--- src/rtl/alu_pkg.sv ---
// rtl/alu_pkg.sv - opcode, flag-position and state definitions shared by the 8085 execution stage and ALU
package alu_pkg;

  localparam logic [3:0] OP_ADD = 4'b0000;
  localparam logic [3:0] OP_ADC = 4'b0001;
  localparam logic [3:0] OP_SUB = 4'b0010;
  localparam logic [3:0] OP_SBB = 4'b0011;
  localparam logic [3:0] OP_ANA = 4'b0100;
  localparam logic [3:0] OP_XRA = 4'b0101;
  localparam logic [3:0] OP_ORA = 4'b0110;
  localparam logic [3:0] OP_CMP = 4'b0111;
  localparam logic [3:0] OP_INR = 4'b1000;
  localparam logic [3:0] OP_DCR = 4'b1001;

  localparam int FLAG_CY = 0;
  localparam int FLAG_P  = 2;
  localparam int FLAG_AC = 4;
  localparam int FLAG_Z  = 6;
  localparam int FLAG_S  = 7;

  localparam logic [7:0] FLAG_MASK_DEF = 8'hD5;

  typedef enum logic [1:0] {
    ST_IDLE  = 2'd0,
    ST_FETCH = 2'd1,
    ST_EXEC  = 2'd2,
    ST_WB    = 2'd3
  } seq_state_t;

  function automatic logic is_incdec(input logic [3:0] op);
    return (op == OP_INR) || (op == OP_DCR);
  endfunction

endpackage

--- src/rtl/alu_sequencer.sv ---
// rtl/alu_sequencer.sv - execution stage owning A, F and TEMP around the 8085 ALU
import alu_pkg::*;

module alu_sequencer #(
  parameter logic [7:0] FLAG_MASK = FLAG_MASK_DEF
) (
  input  logic       clk,
  input  logic       rst,
  input  logic       start,
  input  logic [3:0] op,
  input  logic [7:0] src_b,
  input  logic       dst_is_acc,
  input  logic       acc_load,
  input  logic [7:0] acc_din,
  output logic       alu_enable,
  output logic [3:0] alu_op,
  output logic [7:0] alu_a,
  output logic [7:0] alu_b,
  output logic [7:0] alu_f,
  input  logic [7:0] alu_r,
  input  logic [7:0] alu_fo,
  input  logic       alu_fwr_n,
  output logic       busy,
  output logic       done,
  output logic       err,
  output logic       wb_en,
  output logic [7:0] wb_data,
  output logic [7:0] acc,
  output logic [7:0] flags
);

  seq_state_t r_state;
  logic [3:0] r_op;
  logic [7:0] r_temp;
  logic       r_dst_acc;
  logic [7:0] r_acc;
  logic [7:0] r_flags;
  logic [7:0] r_res;
  logic [7:0] r_fo;
  logic       r_fwr_n;
  logic [7:0] r_wb_data;
  logic       r_alu_en;
  logic       r_busy;
  logic       r_done;
  logic       r_err;
  logic       r_wb_en;

  logic w_op_valid;
  logic w_to_wb;

  assign w_op_valid = (r_op <= OP_DCR);
  // INR/DCR on a register other than A: result leaves through wb_data, not A
  assign w_to_wb    = is_incdec(r_op) && !r_dst_acc;

  always_ff @(posedge clk) begin
    if (rst) begin
      r_state   <= ST_IDLE;
      r_op      <= 4'd0;
      r_temp    <= 8'h00;
      r_dst_acc <= 1'b0;
      r_acc     <= 8'h00;
      r_flags   <= 8'h00;
      r_res     <= 8'h00;
      r_fo      <= 8'h00;
      r_fwr_n   <= 1'b1;
      r_wb_data <= 8'h00;
      r_alu_en  <= 1'b0;
      r_busy    <= 1'b0;
      r_done    <= 1'b0;
      r_err     <= 1'b0;
      r_wb_en   <= 1'b0;
    end else begin
      r_done  <= 1'b0;
      r_err   <= 1'b0;
      r_wb_en <= 1'b0;
      case (r_state)
        ST_IDLE: begin
          if (acc_load) begin
            r_acc <= acc_din;
          end else if (start) begin
            r_op      <= op;
            r_temp    <= src_b;
            r_dst_acc <= dst_is_acc;
            r_busy    <= 1'b1;
            r_state   <= ST_FETCH;
          end
        end
        ST_FETCH: begin
          r_alu_en <= 1'b1;
          r_state  <= ST_EXEC;
        end
        ST_EXEC: begin
          r_res    <= alu_r;
          r_fo     <= alu_fo;
          r_fwr_n  <= alu_fwr_n;
          r_alu_en <= 1'b0;
          r_done   <= 1'b1;
          r_err    <= !w_op_valid;
          // wb_data is loaded here so it is already valid during the WB pulse
          if (w_op_valid && w_to_wb) begin
            r_wb_en   <= 1'b1;
            r_wb_data <= alu_r;
          end
          r_state <= ST_WB;
        end
        ST_WB: begin
          if (w_op_valid) begin
            if (r_op != OP_CMP && !w_to_wb) r_acc <= r_res;
            if (!r_fwr_n) r_flags <= r_fo & FLAG_MASK;
          end
          r_busy  <= 1'b0;
          r_state <= ST_IDLE;
        end
        default: r_state <= ST_IDLE;
      endcase
    end
  end

  assign alu_enable = r_alu_en;
  assign alu_op     = r_op;
  assign alu_a      = w_to_wb ? r_temp : r_acc;
  assign alu_b      = r_temp;
  assign alu_f      = r_flags;
  assign busy       = r_busy;
  assign done       = r_done;
  assign err        = r_err;
  assign wb_en      = r_wb_en;
  assign wb_data    = r_wb_data;
  assign acc        = r_acc;
  assign flags      = r_flags;

endmodule

--- config.mk ---
export PLATFORM = sky130hd
export DESIGN_NAME = alu_sequencer
export DESIGN_NICKNAME = d
export VERILOG_FILES = /design/src/rtl/alu_pkg.sv /design/src/rtl/alu_sequencer.sv
export SDC_FILE = /design/constraint.sdc
export NUM_CORES = 1
export LEC_CHECK = 0
export ABC_AREA = 1
export CAP_MARGIN = 10
export CORE_MARGIN = 4
export CORE_UTILIZATION = 45
export CTS_CLUSTER_DIAMETER = 80
export DETAILED_ROUTE_END_ITERATION = 10
export GPL_TIMING_DRIVEN = 0
export PLACE_DENSITY = 0.86
export SLEW_MARGIN = 20
export SYNTH_ARGS = -nofsm -noshare
export SYNTH_HDL_FRONTEND = slang
export SYNTH_SLANG_ARGS = --single-unit
--- constraint.sdc ---
create_clock -name clk -period 2.6 [get_ports clk]
set_input_delay 0.78 -clock clk [delete_from_list [all_inputs] [get_ports clk]]
set_output_delay 0.78 -clock clk [all_outputs]
set_load 0.01 [all_outputs]
==> impl_metrics.yaml <==
critical_path:
  cpPeakStageDelay_ps: 370
  crit_buf_inv: 2
  cp_slowest_cell: "dfxtp_1"
  critPathTopFamily: "buffers and inverters"
  worst_setup_path_end_kind: "primary output"
  cp_max_fo: 10
  worstPathArrival_ps: 1610
  path_cells: "nor2_1, nand2_2, clkbuf_4, o21ai_1, dlygate4sd2_1"
  path_class: "reg2out"
  reg2reg_slack_ps: 940
  crit_required_ps: 1820
  r2r_cells: 6
  r2r-end: "alu_b[3]"
  cp-start-kind: "flip-flop"
  rr_startpoint: "r_state[1]"
grt:
  first_global_vias: 2157
  antenna_found_initial: 0
  grt_usage_pct: 20.78
  grt_max_degree: 16
  grt_overflow: 0
  grt_pass1_wl_mm: 10.39
die:
  fp.dieArea_mm2: 0.006402
  coreArea_mm2: 0.004880
  floorplan.initialDensity_pct: 47.82
  die_h_um: 80.01
  pin_count: 99
  die_w_um: 80.01
  rows: 25
final_layout:
  antennaDiodeCount: 0
  multi_input_area_um2: 969.7
  seq_area_mm2: 0.001102
  fillCellCount: 404
  area_growth_pct: 46.27
  num-nets-final: 445
  postLayoutCoreUtil_pct: 69.95
  drive_above_1_share_pct: 10.97
sta:
  hold_viol_final: 0
  slew_viol_final: 0
  worst_slack_ps: 213.1
  max_slew_margin_pct: 66.12
  fin_crit_sh_pct: 91.80
  rsz0062_at_grt: "false"
  finalSetupViolCount: 0
  fin_skew_ps: 11.54
  min_period_ps: 2387
  max_freq_ghz: 0.4190
  worst_pin_slew_ps: 508.2
  holdWs_ps: 448.9
  setup-tns-final_ps: 0
placed_design:
  portBuffers: 89
  dp_hpwl_mm: 5.003
  place_congestion: 0.8452
  dp_slack_ps: 13.82
synthesis:
  yosys.area.top_type_share_pct: 47.18
  yosysSeqAreaShare_pct: 47.18
  yosysTopAreaCell: "dfxtp_1"
  synth_area_mm2: 0.002333
  synth_common_cells: "55 x dfxtp_1, 47 x nor2_1, 38 x o21ai_0"
  synthMostInstantiatedCell: "dfxtp_1"
  avgSynthCellArea_um2: 7.830
  yosys_register_bits: 55
  yosys_warnings: 0
  syn-instance-count: 298
  synth-main-ff-cell: "dfxtp_1"
  ys_top_cells_by_area: "dfxtp_1 47%, o21ai_0 8.2%, nor2_1 7.6%"
  synth_edf_count: 0
  ys_types: 24
  async_reset_ff_share_pct: 0
worst_hold_path:
  hold_path_end: "wb_data[3]"
  min_from: "wb_data[3]"
  min_path_cells: 2
  min_path_type: "reg2reg"
clocking:
  clock_latency_ps: 310
  cts_tree: "built"
  path_clk_slew_ps: 90
  hold_buffers: 0
  cts_root_buf: "clkbuf_8"
  cts_sinks: 55
  cts-buffers-inserted: 5
  clockBufferDepth: 2
  htree_levels: 2
detailed_routing:
  route.detailed.drc: 0
  dr.pass1.iters: 4
  ant_nets: 0
  vias_per_cell: 4.985
  wl_mm: 6.503
  wl_per_cell_um: 13.90
  first_iter_violations: 171
  dr_total_vias: 2333
power_and_ir_drop:
  power_w: 0.002779
  p_leak_nw: 1.408
  ir_drop_mv: 0.4394
  p_per_area_mw_per_mm2: 814.3
status:
  outcome: "finished clean"
job:
  max-cap-violations: 0
==> layout by cell type, fill, tap and decap left out, drive strengths merged <==
cell type and count:
nor3 1, dlygate4sd2 8, clkbuf 14, clkinv 1
buf 20, clkdlybuf4s50 81, ha 3, o221ai 1
inv 31, nand2 28, a221oi 1, a21oi 33
conb 6, dfxtp 55, mux2i 8, nor2 49
nand3 13, o21ai 48
==> worst register-to-register path: cells and delay by family (launching register included) <==
kind | cells | cell delay [ps]
buf+inv | 2 | 460
flops | 1 | 400
compound gates | 2 | 300
fa+ha+maj | 1 | 260
simple gates | 1 | 200
==> worst max-delay path by stage <==
stage                     endpoint  cells past startpoint  slack [ps]       from
after detailed placement  alu_a[5]                      6          10  alu_op[1]
after global placement    alu_a[0]                      6          20  alu_op[1]
after global routing      alu_a[5]                      5          70  alu_op[1]
after CTS                 alu_a[5]                      6         240  alu_op[3]
final                     alu_a[5]                      5         210  alu_op[1]
after floorplan           alu_a[0]                      5         670  alu_op[3]
==> cells by family after synthesis <==
| family | Yosys count | synth area share, % |
|---|---|---|
| adders and majority gates | 3 | 1.609 |
| muxes | 8 | 3.432 |
| DFF | 55 | 47.19 |
| other | 1 | 0.1607 |
| and+or+nand+nor | 91 | 15.93 |
| buffers and inverters | 57 | 12.17 |
| AOI/OAI and AO/OA | 83 | 19.52 |
==> registers in the layout, summed over array words and instances (netlist names) <==
register	flops
acc	8
err	1
r_fwr_n	1
busy	1
wb_data	8
r_res	8
alu_f	5
r_state	2
r_dst_acc	1
done	1
alu_b	8
alu_enable	1
r_fo	5
alu_op	4
wb_en	1
==> timing repair <==
item	4_1_cts	5_1_grt
resized for setup	12	0
buffers inserted	1	0
setup endpoints to repair	8	0
==> area by class of cell <==
cell class	count	area share, %
buffer	26	5.022
clock buffer	7	2.236
sequential	55	32.29
tap	67	2.456
clock inverter	1	0.1466
inverter	31	3.409
timing repair buffer	90	26.03
multi-input combinational	191	28.41
==> stage by stage <==
step / instances / instance area [um^2]
floorplan: 303 / 2352
global placement: 459 / 3327
detailed placement: 459 / 3327
CTS: 468 / 3413
global route: 468 / 3413
finish: 468 / 3413
==> routing by layer <==
metal	track usage, %	vias up	routed length, um	share of wire, %
met3	5.982	8	608	9.3
met1	23.99	1075	2663	41
met5	0	-	0	0
li1	-	1152	-	-
met2	37.00	98	3140	48
met4	5.912	0	90	1.4
==> report_power, final <==
| part | internal, W | total, W | switching [W] |
|---|---|---|---|
| Clock | 0.000190 | 0.000462 | 0.000272 |
| Combinational | 0.000562 | 0.00114 | 0.000582 |
| Sequential | 0.00104 | 0.00117 | 0.000138 |
| Total | 0.00179 | 0.00278 | 0.000992 |
(Power assumes the default switching activity.)
